===== config.mk =====
export PLATFORM = sky130hd
export DESIGN_NAME = uart_stream_tx
export DESIGN_NICKNAME = d
export VERILOG_FILES = /design/src/rtl/uart_stream_tx.sv
export SDC_FILE = /design/constraint.sdc
export NUM_CORES = 1
export LEC_CHECK = 0
export ABC_AREA = 1
export BUFFER_PORTS_ARGS = -buffer_cell sky130_fd_sc_hd__buf_4
export CAP_MARGIN = 5
export CORE_ASPECT_RATIO = 1.25
export CORE_MARGIN = 2
export CORE_UTILIZATION = 56
export DETAILED_ROUTE_END_ITERATION = 6
export GPL_ROUTABILITY_DRIVEN = 0
export GPL_TIMING_DRIVEN = 0
export PLACE_DENSITY = 0.85
export SLEW_MARGIN = 0
export SYNTH_ARGS = -nofsm -noshare
export SYNTH_HDL_FRONTEND = slang
export SYNTH_SLANG_ARGS = --single-unit
export TNS_END_PERCENT = 5

===== constraint.sdc =====
create_clock -name clk -period 2.9 [get_ports clk]
set_input_delay 0.29 -clock clk [delete_from_list [all_inputs] [get_ports clk]]
set_output_delay 0.29 -clock clk [all_outputs]
set_load 0.02 [all_outputs]

===== src/rtl/uart_stream_tx.sv =====
// UART transmitter fed by a small FIFO: words queued on a valid/ready input
// are serialised as start, LSB-first data, optional parity and stop bits.
module uart_stream_tx #(
  parameter int CLKS_PER_BIT = 1250,
  parameter int DATA_BITS    = 8,
  parameter int STOP_BITS    = 2,
  parameter int PARITY       = 0,
  parameter int FIFO_DEPTH   = 16
) (
  input  logic                          clk,
  input  logic                          rst,
  input  logic [DATA_BITS-1:0]          in_data,
  input  logic                          in_valid,
  output logic                          in_ready,
  input  logic                          tx_en,
  output logic                          tx,
  output logic                          busy,
  output logic [$clog2(FIFO_DEPTH):0]   fifo_count
);

  localparam int AW   = $clog2(FIFO_DEPTH);
  localparam int CNTW = AW + 1;
  localparam int CW   = $clog2(CLKS_PER_BIT);
  localparam int IW   = $clog2(DATA_BITS);

  typedef enum logic [2:0] {
    S_IDLE,
    S_START,
    S_DATA,
    S_PARITY,
    S_STOP
  } state_t;

  function automatic logic parity_bit(input logic [DATA_BITS-1:0] d);
    return (PARITY == 1) ? ~(^d) : (^d);
  endfunction

  logic [DATA_BITS-1:0] mem_q [FIFO_DEPTH];
  logic [AW-1:0]        wr_ptr_q, rd_ptr_q;
  logic [CNTW-1:0]      count_q, count_d;
  logic                 push, pop;

  state_t               state_q, state_d;
  logic [CW-1:0]        clk_cnt_q, clk_cnt_d;
  logic [IW-1:0]        idx_q, idx_d;
  logic [DATA_BITS-1:0] shreg_q, shreg_d;
  logic                 tx_q, tx_d;
  logic                 busy_q, busy_d;
  logic                 start_ok, last_clk;

  assign in_ready   = (count_q < CNTW'(FIFO_DEPTH));
  assign push       = in_valid && in_ready;
  assign fifo_count = count_q;
  assign tx         = tx_q;
  assign busy       = busy_q;
  assign start_ok   = (count_q != '0) && tx_en;
  assign last_clk   = (clk_cnt_q == CW'(CLKS_PER_BIT - 1));

  // FIFO storage
  always_ff @(posedge clk) begin
    if (push) mem_q[wr_ptr_q] <= in_data;
  end

  always_comb begin
    count_d = count_q;
    case ({push, pop})
      2'b10:   count_d = count_q + CNTW'(1);
      2'b01:   count_d = count_q - CNTW'(1);
      default: count_d = count_q;
    endcase
  end

  always_ff @(posedge clk or posedge rst) begin
    if (rst) begin
      wr_ptr_q <= '0;
      rd_ptr_q <= '0;
      count_q  <= '0;
    end else begin
      if (push) wr_ptr_q <= wr_ptr_q + AW'(1);
      if (pop)  rd_ptr_q <= rd_ptr_q + AW'(1);
      count_q <= count_d;
    end
  end

  // Frame sequencing; the bit-period counter restarts on every bit and state entry
  always_comb begin
    state_d   = state_q;
    clk_cnt_d = clk_cnt_q + CW'(1);
    idx_d     = idx_q;
    pop       = 1'b0;
    case (state_q)
      S_IDLE: begin
        clk_cnt_d = '0;
        if (start_ok) begin
          state_d = S_START;
          pop     = 1'b1;
        end
      end
      S_START: begin
        if (last_clk) begin
          state_d   = S_DATA;
          clk_cnt_d = '0;
          idx_d     = '0;
        end
      end
      S_DATA: begin
        if (last_clk) begin
          clk_cnt_d = '0;
          if (idx_q == IW'(DATA_BITS - 1)) begin
            idx_d   = '0;
            state_d = (PARITY != 0) ? S_PARITY : S_STOP;
          end else begin
            idx_d = idx_q + IW'(1);
          end
        end
      end
      S_PARITY: begin
        if (last_clk) begin
          state_d   = S_STOP;
          clk_cnt_d = '0;
          idx_d     = '0;
        end
      end
      S_STOP: begin
        if (last_clk) begin
          clk_cnt_d = '0;
          if (idx_q == IW'(STOP_BITS - 1)) begin
            idx_d = '0;
            if (start_ok) begin
              state_d = S_START;
              pop     = 1'b1;
            end else begin
              state_d = S_IDLE;
            end
          end else begin
            idx_d = idx_q + IW'(1);
          end
        end
      end
      default: begin
        state_d   = S_IDLE;
        clk_cnt_d = '0;
        idx_d     = '0;
      end
    endcase
  end

  // Line value is registered from the next state so tx never glitches
  always_comb begin
    shreg_d = pop ? mem_q[rd_ptr_q] : shreg_q;
    busy_d  = (state_d != S_IDLE);
    case (state_d)
      S_START:  tx_d = 1'b0;
      S_DATA:   tx_d = shreg_d[idx_d];
      S_PARITY: tx_d = parity_bit(shreg_d);
      default:  tx_d = 1'b1;
    endcase
  end

  always_ff @(posedge clk) begin
    shreg_q <= shreg_d;
  end

  always_ff @(posedge clk or posedge rst) begin
    if (rst) begin
      state_q   <= S_IDLE;
      clk_cnt_q <= '0;
      idx_q     <= '0;
      tx_q      <= 1'b1;
      busy_q    <= 1'b0;
    end else begin
      state_q   <= state_d;
      clk_cnt_q <= clk_cnt_d;
      idx_q     <= idx_d;
      tx_q      <= tx_d;
      busy_q    <= busy_d;
    end
  end

endmodule


## Word-level counts from Yosys, hierarchy flattened

Memories as Yosys holds them, arrays and structs flattened.
Index checks and enable logic that the tools add are counted.

- Bits in registers: 40
- Latch bits: 0
- RAM bits: 128
- Memory bits (read-only): 0
- Word-level logic and storage cells: 67
- Memories kept: 1

Memory list:

| memory | words | width | rd ports | clocked after Yosys merged registers in | write ports | line | RTL |
|---|---|---|---|---|---|---|---|
| mem_q | 16 | 8 | 1 | 0 | 1 | 38 | `logic [DATA_BITS-1:0] mem_q [FIFO_DEPTH];` |

- Add/sub/neg operators: 6
- Multipliers: 0
- Div/mod/pow operators: 0
- Magnitude comparators: 2
- Eq/ne operators: 12
- Shift-type cells: 0
- Muxes and demuxes: 28
- Bitwise operators: 0
- Reduce and logical (&&, ||, !) cells: 9

Operators with widths:

| cell | number |
|---|---|
| 2-to-1 mux 3 bit | 12 |
| 2-to-1 mux 11 bit | 2 |
| case mux 3 bit (5 select lines) | 1 |
| == test 3 x 2 -> 1 bit (second input constant) | 4 |
| case mux 3 bit (4 select lines) | 1 |
| adder 11 x 1 -> 11 bit (second input constant) | 1 |
| == test 11 bit (second input constant) | 1 |
| case mux 5 bit (2 select lines) | 1 |
| == test 3 x 1 -> 1 bit (second input constant) | 3 |
| adder 4 x 1 -> 4 bit (second input constant) | 2 |
| 2-to-1 mux 8 bit | 1 |
| parity 8 bit | 1 |
| 2-to-1 mux 1 bit | 7 |
| == test 3 bit (second input constant) | 2 |
| adder 5 x 1 -> 5 bit (second input constant) | 1 |
| less-than comparator 5 bit (second input constant) | 1 |
| nonzero test 5 bit | 1 |
| subtractor 5 x 1 -> 5 bit (second input constant) | 1 |
| less-than comparator 3 x 4 -> 1 bit (second input constant) | 1 |
| OR reduction 4 bit | 1 |
| adder 3 x 1 -> 3 bit (second input constant) | 1 |
| binary-select mux 1 bit (select 3 bit) | 1 |
| logical NOT 3 bit | 1 |
| case mux 1 bit (3 select lines) | 1 |
| 7 further kinds | 8 |

## Longest topological paths before layout

Gate-level depths: netlist of run 1.

- Word-level depth: 10
- Mapped depth: 19

## Least setup slack after synthesis of run 1

No wires, ideal clock.

- Path type: register to register
- From: register clk_cnt_q[1]
- To: register count_q[4], in the netlist fifo_count[4]
- Arrival time: 2539 ps
- Slack: 230 ps
- Stages on the path, launching flop included: 20
- Path through: dfrtp_1 -> inv_1 -> ha_1 -> nand2_1 -> nor2_2 -> nand3_2 -> nor2_4 -> nand2_2 -> nand2_4 -> buf_12 -> ha_1 -> xor2_1 -> ha_1 -> a21oi_1 -> o21ai_0 -> a21oi_1 -> inv_1 -> a21oi_1 -> o21ai_0 -> xor2_1

- Longest elaborated chain between the ends: 5

RTL lines:

| element | line | RTL |
|---|---|---|
| from (decl) | 44 | `logic [CW-1:0] clk_cnt_q, clk_cnt_d;` |
| from (signal assigned) | 173 | `clk_cnt_q <= clk_cnt_d;` |
| == test 11 bit (*) | 57 | `assign last_clk = (clk_cnt_q == CW'(CLKS_PER_BIT - 1));` |
| 2-to-1 mux 1 bit (*) | 125 | `if (last_clk) begin` |
| case mux 1 bit (2 select lines) (*) | 91 | `case (state_q)` |
| == test 2 x 1 -> 1 bit or == test 2 bit (tied branches) | 66 | `case ({push, pop})` |
| case mux 5 bit (2 select lines) or nonzero test 2 bit (tied branches) | n/a |  |
| to (signal assigned) | 81 | `count_q <= count_d;` |
| to (decl) | 40 | `logic [CNTW-1:0] count_q, count_d;` |

Every way passes the cells marked *; elsewhere a longest branch is shown, timed or not.
A chain may end at the register's enable or synchronous reset.

## Final worst setup path of run 1

Same ends and word-level chain as after synthesis.

==> results_dict.tcl, run 1 <==
set metrics [dict create \
    status "finished with violations" \
    violations "negative hold slack" \
    period_needed_ns 2.75 \
    clock.fmax_mhz 364 \
    htreeDepth 4 \
    fillers 1028 \
    final_common_cell "nand2_1" \
    grt_max_degree 33 \
    ir_worst_vdd_v 0.000534 \
    drive_above_1_share 0.124 \
    maxSlewHeadroom 0.123 \
    viasPerCell 5.56 \
    io_buffers 19 \
    yosys-top-cells-area "edfxtp_1, nand2_1, dfrtp_1" \
    critPathMaxFanout 11 \
    cts_buffers 17 \
    synth-edff-count 128 \
    finalPower_w 0.00849 \
    synth_warnings 0 \
    cts-root-buf "clkbuf_16" \
    die-area_sq_um 15300 \
    skew_ns 0.00983 \
    initial_core_util 0.577 \
    drt-total-wl_um 19200 \
    crit_buf_inv 3 \
    setup_viol 0 \
    async_reset_ff_frac 0.190 \
    fp.dieW_um 111 \
    crit_chain "inv_1, ha_2, nand2_1, nor2_2, nand3_4, nor2_4, nand2_2, nand2_4, buf_12, ha_4, xor2_1, ha_1, a21oi_2, o21ai_1, a21oi_1, inv_1, a21oi_1, o21ai_1, xor2_1" \
    die_h_um 138 \
    drt_iter0_drc 623 \
    worst_setup_path_start_kind "flip-flop" \
    netlist_area_sq_um 8010 \
    final_cell_mix "nand2_1, edfxtp_1, inv_1" \
    synth.top_cell.area_share 0.480 \
    post-dp-hpwl_um 12500 \
    drv_slew 0 \
    syn2layout_area_growth_pct 13.1 \
    vias 6080 \
    hold-worst-slack_ns -0.0368 \
    core_area_sq_um 13900 \
    placementRows 48 \
    synth_nets 886 \
    numClockSinks 168 \
    pwr-share-seq 0.359 \
    cts.reportedPaths.clkPinSlew_ns 0.07 \
    track_usage 0.257 \
    cts_hold_buf 0 \
    hp-class "in -> async" \
    grt_pass1_wl_um 29600 \
    critPathSlowestCell "dfrtp_1" \
    worst_pin_slew_ns 1.31 \
    nets 932 \
    clockBufferDepth 2 \
    p_comb_frac 0.371 \
    antenna_left 0 \
    wl_per_cell_um 17.6 \
    yosys.area.top_type "edfxtp_1" \
    yosysUniqueCellTypes 39 \
    syn_area_per_cell_sq_um 9.31 \
    path_class "reg -> reg" \
    p_per_area_nw_per_um2 938 \
    finalCritPeriodShare 0.948 \
    drcViolationCount 0 \
    cp_top_family "compound AO/OA/AOI/OAI gates" \
    insertion_delay_ns 0.44 \
    synthCells 860 \
    fin_util 0.653 \
    p_sw_w 0.00332 \
    antenna_found_initial 0 \
    hold_viol 31 \
    maxCapViolCount 0 \
    ys_seq_elements 168 \
    slowest_delay_ns 0.38 \
    cts_tree "yes" \
    ys_seq_area_frac 0.600 \
    worstPathRequired_ns 3.23 \
    clkPwrFrac 0.270 \
    arrival_ns 3.08 \
    cp-end-kind "flip-flop" \
    first_pass_iters 7 \
    switching_share 0.391 \
    num_antenna_cells 0 \
    overflow 0 \
    ios 20 \
    grt_pass1_vias 5872 \
    synth_ff_type "edfxtp_1" \
    intPower_w 0.00517 \
    p_leak_nw 4.07 \
]
layer usage:
metal  wire (um)  part of all wire  up-vias  global-route usage
met4         866             0.045        0               0.153
met3        1210             0.063       78              0.0515
li1            -                 -     2861                   -
met5           0                 0        -                   0
met2       10000              0.52      306               0.464
met1        7130              0.37     2835               0.283
kinds of logic after synthesis:
logic type / Yosys count / synth area share
compound gates: 34 / 0.0236
xor+xnor: 16 / 0.0175
fa+ha+maj: 14 / 0.0219
flops: 168 / 0.600
simple gates: 472 / 0.254
buf+inv: 156 / 0.0828
registers in the layout, indices dropped and copies added (netlist names):
signal / count
shreg_q: 8
fifo_count: 5
state_q: 3
rd_ptr_q: 4
tx: 1
busy: 1
clk_cnt_q: 11
mem_q: 128
idx_q: 3
wr_ptr_q: 4
worst paths after layout:
kind                       slack (ns)          from             to  cells after the start
setup / recovery                 0.15  clk_cnt_q[1]  fifo_count[4]                     19
hold / removal                  -0.04           rst   clk_cnt_q[4]                      2
setup reg to reg                 0.15  clk_cnt_q[1]  fifo_count[4]                     19
hold reg to reg                  0.51  clk_cnt_q[0]   clk_cnt_q[0]                      1
max in group asynchronous        2.48           rst    rd_ptr_q[1]                      2
min in group clk                 0.17    in_data[2]    mem_q[8][2]                      1
metrics by stage:
step	cells	instance area, sq um	hold slack (ns)	setup TNS (ns)	setup WS (ns)
6_report	1094	9050	-0.0368	0	0.149
5_1_grt	1094	9050	0.0426	-0.0575	-0.0575
4_1_cts	1087	8980	0.162	0	0.0347
3_5_place_dp	1055	8380	0.493	-0.144	-0.144
3_3_place_gp	1054	8370	0.480	-0.0536	-0.0536
2_1_floorplan	860	8010	0.389	0	0.230
final cells by class:
type	count	area (sq um)	area share
tap	175	219	0.0242
buffer	31	194	0.0214
timing repair buffer	27	203	0.0224
clock inverter	14	161	0.0178
inverter	125	469	0.0518
sequential	168	4810	0.531
clock buffer	18	429	0.0474
multi-input combinational	536	2570	0.284
synthesized netlist by cell type, types with 2 or more instances:
cell type / number
nor4_1: 2
inv_2: 3
clkinv_1: 2
buf_6: 2
clkbuf_1: 5
dfxtp_1: 8
ha_1: 14
nor2_1: 56
o21ai_0: 19
dfrtp_1: 31
nand2_4: 4
buf_4: 7
nand3_1: 111
edfxtp_1: 128
nor2_2: 6
buf_2: 16
a21oi_1: 8
xor2_1: 11
nand4_1: 2
xnor2_1: 5
nor3b_1: 3
nand2_2: 6
inv_1: 120
nor2_4: 2
nand2_1: 270
nor3_1: 6
timing repair:
| action | 4_1_cts | 5_1_grt |
|---|---|---|
| gates resized for setup | 3 | 5 |
| pin swaps | 0 | 4 |
| setup endpoints to repair | 1 | 1 |
| buffers inserted | 0 | 7 |
power groups by stage:
| stage | Sequential [W] | Combinational [W] | Clock (W) |
|---|---|---|---|
| floorplan | 0.00308 | 0.00207 | 0 |
| global placement | 0.00307 | 0.00288 | 0 |
| detailed placement | 0.00308 | 0.00297 | 0 |
| CTS | 0.00304 | 0.00303 | 0.00230 |
| global route | 0.00307 | 0.00344 | 0.00239 |
| finish | 0.00305 | 0.00315 | 0.00230 |
(Power assumes the default switching activity.)
==> run 2: changes to the inputs <==
--- a/config.mk
+++ b/config.mk
@@ -10,11 +10,11 @@
 export CAP_MARGIN = 5
 export CORE_ASPECT_RATIO = 1.25
 export CORE_MARGIN = 2
-export CORE_UTILIZATION = 56
+export CORE_UTILIZATION = 60
 export DETAILED_ROUTE_END_ITERATION = 6
 export GPL_ROUTABILITY_DRIVEN = 0
 export GPL_TIMING_DRIVEN = 0
-export PLACE_DENSITY = 0.85
+export PLACE_DENSITY = 0.87
 export SLEW_MARGIN = 0
 export SYNTH_ARGS = -nofsm -noshare
 export SYNTH_HDL_FRONTEND = slang
==> constraint.sdc (replaced) <==
create_clock -name clk -period 3.35 [get_ports clk]
set_input_delay 0.335 -clock clk [delete_from_list [all_inputs] [get_ports clk]]
set_output_delay 0.335 -clock clk [all_outputs]
set_load 0.02 [all_outputs]
==> run 2 against run 1 <==
Net effect:
- the run ends with design-rule violations left
- global-route usage increased by 2.7 points
- clock skew is essentially flat
- sequential share of layout area is 0.096 points higher
- cell count fell by 0.91%
- design area down 0.18%
- first-iteration DRC count grew 21%
- largest cell class unchanged
==> results_dict.tcl, run 2 (synthesized netlist as in run 1, its figures left out) <==
set metrics [dict create \
    maxSlewHeadroom 0.177 \
    grt_pass1_vias 6212 \
    antenna_left 0 \
    fillers 900 \
    worstPathRequired_ns 3.65 \
    drive_above_1_share 0.115 \
    reg2reg_from "clk_cnt_q[1]" \
    hold-worst-slack_ns 0.224 \
    grt_max_degree 33 \
    antenna_found_initial 0 \
    r2r-end "fifo_count[4]" \
    fin_ws_ns 0.295 \
    violations "design-rule violations" \
    crit_buf_inv 3 \
    viasPerCell 5.77 \
    hp-class "in -> reg" \
    wl_per_cell_um 17.9 \
    final_common_cell "nand2_1" \
    first_pass_iters 7 \
    fp.dieW_um 107 \
    initial_core_util 0.611 \
    worst_setup_path_start_kind "flip-flop" \
    cp_top_family "simple AND/OR/NAND/NOR gates" \
    num_antenna_cells 0 \
    finalCritPeriodShare 0.912 \
    cts_setup_buffers 0 \
    die-area_sq_um 14300 \
    setup-tns-final_ns 0 \
    insertion_delay_ns 0.44 \
    drt_iter0_drc 752 \
    slowest_delay_ns 0.39 \
    hold_viol 0 \
    ff2ff_setup_slack_ns 0.29 \
    p_leak_nw 4.06 \
    overflow 0 \
    grt_pass1_wl_um 30500 \
    ios 20 \
    drcViolationCount 5 \
    cts_tree "yes" \
    ir_worst_vdd_v 0.000561 \
    cts-root-buf "clkbuf_16" \
    numClockSinks 168 \
    setup_viol 0 \
    largest_reg_flops 128 \
    pre_cts_ws_ns 0.291 \
    path_class "reg -> reg" \
    nets 927 \
    htreeDepth 4 \
    crit_chain "inv_1, ha_1, nand2_1, nor2_2, nand3_2, nor2_4, nand2_2, nand2_4, buf_12, ha_2, xor2_1, ha_1, a21oi_2, o21ai_0, a21oi_1, inv_1, a21oi_1, o21ai_0, xor2_1" \
    die_h_um 133 \
    period_needed_ns 3.06 \
    placementRows 47 \
    cp.depth 19 \
    cts.reportedPaths.clkPinSlew_ns 0.06 \
    fin_cells 1084 \
    skew_ns 0.00965 \
    track_usage 0.284 \
    dp.cells 1051 \
    startpoint "clk_cnt_q[1]" \
    r2r_cells 19 \
    final_cell_mix "nand2_1, edfxtp_1, inv_1" \
    critPathMaxFanout 11 \
    status "finished with violations" \
    regMostFlops "mem_q" \
    drv_slew 0 \
    fin_util 0.689 \
    vias 6259 \
    critPathSlowestCell "dfrtp_1" \
    clockBufferDepth 2 \
    drt-total-wl_um 19500 \
    post-dp-hpwl_um 12400 \
    maxCapViolCount 0 \
    top_regs "mem_q (128), clk_cnt_q (11), shreg_q (8)" \
    cts_buffers 17 \
    syn2layout_area_growth_pct 12.9 \
    p_per_area_nw_per_um2 824 \
    arrival_ns 3.36 \
    hp-start "in_data[6]" \
    worstSetupEndpoint "fifo_count[4]" \
    core_area_sq_um 13100 \
    cp-end-kind "flip-flop" \
    clock.fmax_mhz 327 \
    worst_pin_slew_ns 1.22 \
    io_buffers 19 \
    rsz0062_at_grt "no" \
]
run 2: worst min path at each step:
stage	endpoint	cells past startpoint
after floorplan	mem_q[0][0]	0
after global placement	clk_cnt_q[0]	1
after detailed placement	clk_cnt_q[0]	1
after CTS	mem_q[12][6]	1
after global routing	mem_q[7][6]	1
final	mem_q[14][6]	1
run 2: stage by stage:
| stage | instance area [sq um] | power [W] |
|---|---|---|
| after floorplan | 8010 | 0.00446 |
| after global placement | 8360 | 0.00514 |
| after detailed placement | 8370 | 0.00524 |
| after CTS | 8990 | 0.00733 |
| after global routing | 9040 | 0.00778 |
| final | 9040 | 0.00744 |
run 2: routing by layer:
metal	global-route usage	share of wire	vias up
li1	-	-	2850
met1	0.321	0.35	2901
met2	0.479	0.49	402
met3	0.0744	0.092	106
met4	0.172	0.063	0
met5	0	0	-
run 2: area by class of cell:
cell class	instances	area (sq um)	area share
repair buffers	22	188	0.0208
clock buffers	17	425	0.0471
inverters	125	469	0.0519
flip-flops and latches	168	4810	0.532
well taps	171	214	0.0237
clock inverters	14	196	0.0217
multi-input cells	536	2540	0.282
plain buffers	31	194	0.0215
run 2: what timing repair did:
action,4_1_cts,5_1_grt
endpoints found under the hold margin,0,16
hold buffers,0,1
gates resized for setup,0,2
endpoints found under the setup margin,0,1
run 2: worst register-to-register path, delay by kind of cell, from the launching register on:
family | cells | cell delay, ns
and+or+nand+nor | 6 | 0.68
adders and majority gates | 3 | 0.65
AOI/OAI and AO/OA | 5 | 0.65
DFF | 1 | 0.39
buffers and inverters | 3 | 0.29
xor gates and xnor gates | 2 | 0.27
run 2: report_power, final:
| group | internal [W] | switching (W) | total [W] |
|---|---|---|---|
| combinational | 0.000856 | 0.00188 | 0.00274 |
| sequential | 0.00248 | 0.000152 | 0.00263 |
| clock | 0.00125 | 0.000827 | 0.00207 |
==> run 3: changes to the inputs <==
--- a/config.mk
+++ b/config.mk
@@ -5,16 +5,17 @@
 export SDC_FILE = /design/constraint.sdc
 export NUM_CORES = 1
 export LEC_CHECK = 0
-export ABC_AREA = 1
 export BUFFER_PORTS_ARGS = -buffer_cell sky130_fd_sc_hd__buf_4
 export CAP_MARGIN = 5
 export CORE_ASPECT_RATIO = 1.25
 export CORE_MARGIN = 2
 export CORE_UTILIZATION = 60
+export CTS_CLUSTER_DIAMETER = 40
 export DETAILED_ROUTE_END_ITERATION = 6
 export GPL_ROUTABILITY_DRIVEN = 0
 export GPL_TIMING_DRIVEN = 0
 export PLACE_DENSITY = 0.87
+export REMOVE_ABC_BUFFERS = 1
 export SLEW_MARGIN = 0
 export SYNTH_ARGS = -nofsm -noshare
 export SYNTH_HDL_FRONTEND = slang
==> run 3 against run 2 <==
Net effect:
- the run now ends clean
- fmax fell by 2.6%
- critical path depth shrank 10
- register-to-register slack lost 0.08 ns
- synthesized cell count shrank 49%
- wire length decreased by 30%
- via count fell by 39%
- core utilization fell by 0.23 points
- sequential power grew 7.6%
- die area shrank 9.9%
- flip-flop and latch count unchanged
- clock power decreased by 14%
- sequential share of layout area grew 6.8 points
- critical path type unchanged
- largest power group is now sequential cells
- highest routed layer unchanged
==> results_dict.tcl, run 3 <==
set metrics [dict create \
    post-dp-hpwl_um 8470 \
    cpMostUsedCell "xnor2_1" \
    cts_hold_buf 0 \
    ys_seq_elements 168 \
    critPathMaxFanout 35 \
    cts_tree "yes" \
    vias 3836 \
    die_h_um 126 \
    largest_reg_flops 128 \
    regMostFlops "mem_q" \
    slowest_delay_ns 0.95 \
    synth_ff_type "edfxtp_1" \
    worstSetupEndpoint "tx" \
    cts.reportedPaths.clkPinSlew_ns 0.07 \
    hp-class "in -> async" \
    setup_viol 0 \
    syn2layout_area_growth_pct 11.6 \
    drt_iter0_drc 314 \
    antenna_left 0 \
    drv_slew 0 \
    p_per_area_nw_per_um2 792 \
    cts-root-buf "clkbuf_16" \
    top_regs "mem_q (128), clk_cnt_q (11), shreg_q (8)" \
    cp-end-kind "flip-flop" \
    ff2ff_setup_slack_ns 0.21 \
    netlist_area_sq_um 7180 \
    worstPathRequired_ns 3.70 \
    grt_max_degree 36 \
    synth_warnings 0 \
    syn_area_per_cell_sq_um 16.3 \
    r2r_cells 9 \
    drcViolationCount 0 \
    r2r-end "tx" \
    ios 20 \
    reg2reg_from "rd_ptr_q[1]" \
    ir_worst_vdd_v 0.000602 \
    overflow 0 \
    synth.top_cell.area_share 0.535 \
    track_usage 0.229 \
    drt-total-wl_um 13700 \
    io_buffers 19 \
    htreeDepth 4 \
    maxSlewHeadroom 0.398 \
    crit_chain "mux4_2, a22oi_1, nand2_1, mux2i_1, xor2_1, xnor2_1, xnor2_1, a41oi_1, o21ai_1" \
    drive_above_1_share 0.203 \
    viasPerCell 6.00 \
    numClockSinks 168 \
    skew_ns 0.0116 \
    placementRows 44 \
    yosys.area.top_type "edfxtp_1" \
    ys_top_cells_by_count "edfxtp_1, mux4_2, dfrtp_1" \
    ys_seq_area_frac 0.669 \
    grt_pass1_vias 3903 \
    final_common_cell "edfxtp_1" \
    setup-tns-final_ns 0 \
    nets 491 \
    synthCells 442 \
    insertion_delay_ns 0.43 \
    num_antenna_cells 0 \
    synth-edff-count 128 \
    maxCapViolCount 0 \
    period_needed_ns 3.14 \
    fin_util 0.687 \
    arrival_ns 3.49 \
    grt_pass1_wl_um 21500 \
    finalCritPeriodShare 0.936 \
    initial_core_util 0.616 \
    synth.most_common_cell "edfxtp_1" \
    hold_viol 0 \
    critPathSlowestCell "dfrtp_2" \
    p_leak_nw 2.85 \
    worst_pin_slew_ns 0.903 \
    yosys-top-cells-area "edfxtp_1, dfrtp_1, mux4_2" \
    clockBufferDepth 2 \
    startpoint "rd_ptr_q[1]" \
    status "finished, final reports clean" \
    antenna_found_initial 0 \
    wl_per_cell_um 21.4 \
    path_class "reg -> reg" \
    worst_setup_path_start_kind "flip-flop" \
    final_cell_mix "edfxtp_1, mux4_2, dfrtp_1" \
    core_area_sq_um 11700 \
    clock.fmax_mhz 319 \
    first_pass_iters 4 \
    yosysUniqueCellTypes 48 \
    die-area_sq_um 12900 \
    async_reset_ff_frac 0.190 \
    fp.dieW_um 102 \
    cts_buffers 17 \
]
[run 3: how the worst min path moves through the flow]
stage / slack [ns] / startpoint / depth (start not counted) / to
final: 0.02 / rst / 2 / state_q[2]
after global routing: 0.08 / rst / 2 / clk_cnt_q[7]
after CTS: 0.20 / in_data[4] / 1 / mem_q[3][4]
after detailed placement: 0.49 / shreg_q[4] / 2 / shreg_q[4]
after global placement: 0.49 / shreg_q[6] / 2 / shreg_q[6]
after floorplan: 0.43 / in_data[0] / 0 / mem_q[0][0]
[run 3: metal layers]
layer / global-route usage / wire length (um) / vias up
met1: 0.292 / 5270 / 1982
met2: 0.371 / 7200 / 112
li1: - / - / 1714
met3: 0.0678 / 813 / 28
met4: 0.0902 / 381 / 0
met5: 0 / 0 / -
[run 3: per-stage QoR]
stage | power [W] | instances | setup slack [ns] | hold slack (ns) | cell area, sq um
floorplan | 0.00405 | 423 | 0.189 | 0.434 | 7070
global placement | 0.00448 | 603 | -0.582 | 0.488 | 7410
detailed placement | 0.00457 | 604 | -0.282 | 0.493 | 7440
CTS | 0.00636 | 636 | 0.0864 | 0.203 | 7980
global route | 0.00664 | 639 | -0.0104 | 0.0754 | 8020
finish | 0.00635 | 639 | 0.213 | 0.0163 | 8020
[run 3: logic make-up after synthesis]
kind of cell	count (synthesis)	share of synthesized area
XOR/XNOR	30	0.0366
AO/OA/AOI/OAI	39	0.0387
adder cells (fa/ha/maj)	14	0.0244
flip-flops	168	0.669
buffers and inverters	38	0.0258
AND/OR/NAND/NOR	96	0.0700
multiplexers	57	0.136
[run 3: final cells by class]
| class | count | area [sq um] |
|---|---|---|
| Clock buffer | 17 | 425 |
| Clock inverter | 15 | 118 |
| Fill cell | 747 | 3660 |
| Inverter | 19 | 71.3 |
| Multi-Input combinational cell | 236 | 2200 |
| Sequential cell | 168 | 4810 |
| Tap cell | 161 | 201 |
| Timing Repair Buffer | 23 | 193 |
[run 3: where the power goes]
group          switching (W)  internal (W)
Combinational       0.000858      0.000881
Sequential          0.000341       0.00249
Clock               0.000817      0.000961
[run 3: what timing repair did]
action | CTS | global route
endpoints found under the setup margin | 2 | 1
hold endpoints to repair | 0 | 0
cloned | 0 | 0
pin swaps | 0 | 1
gates resized for setup | 2 | 1
buffers inserted | 0 | 2
[run 3: worst max-delay path: cells and delay by family, from the launching register on]
kind	cells	cell delay, ns
mux	2	0.77
simple gates	1	0.15
compound gates	3	0.72
xor+xnor	3	0.45
flops	1	0.95
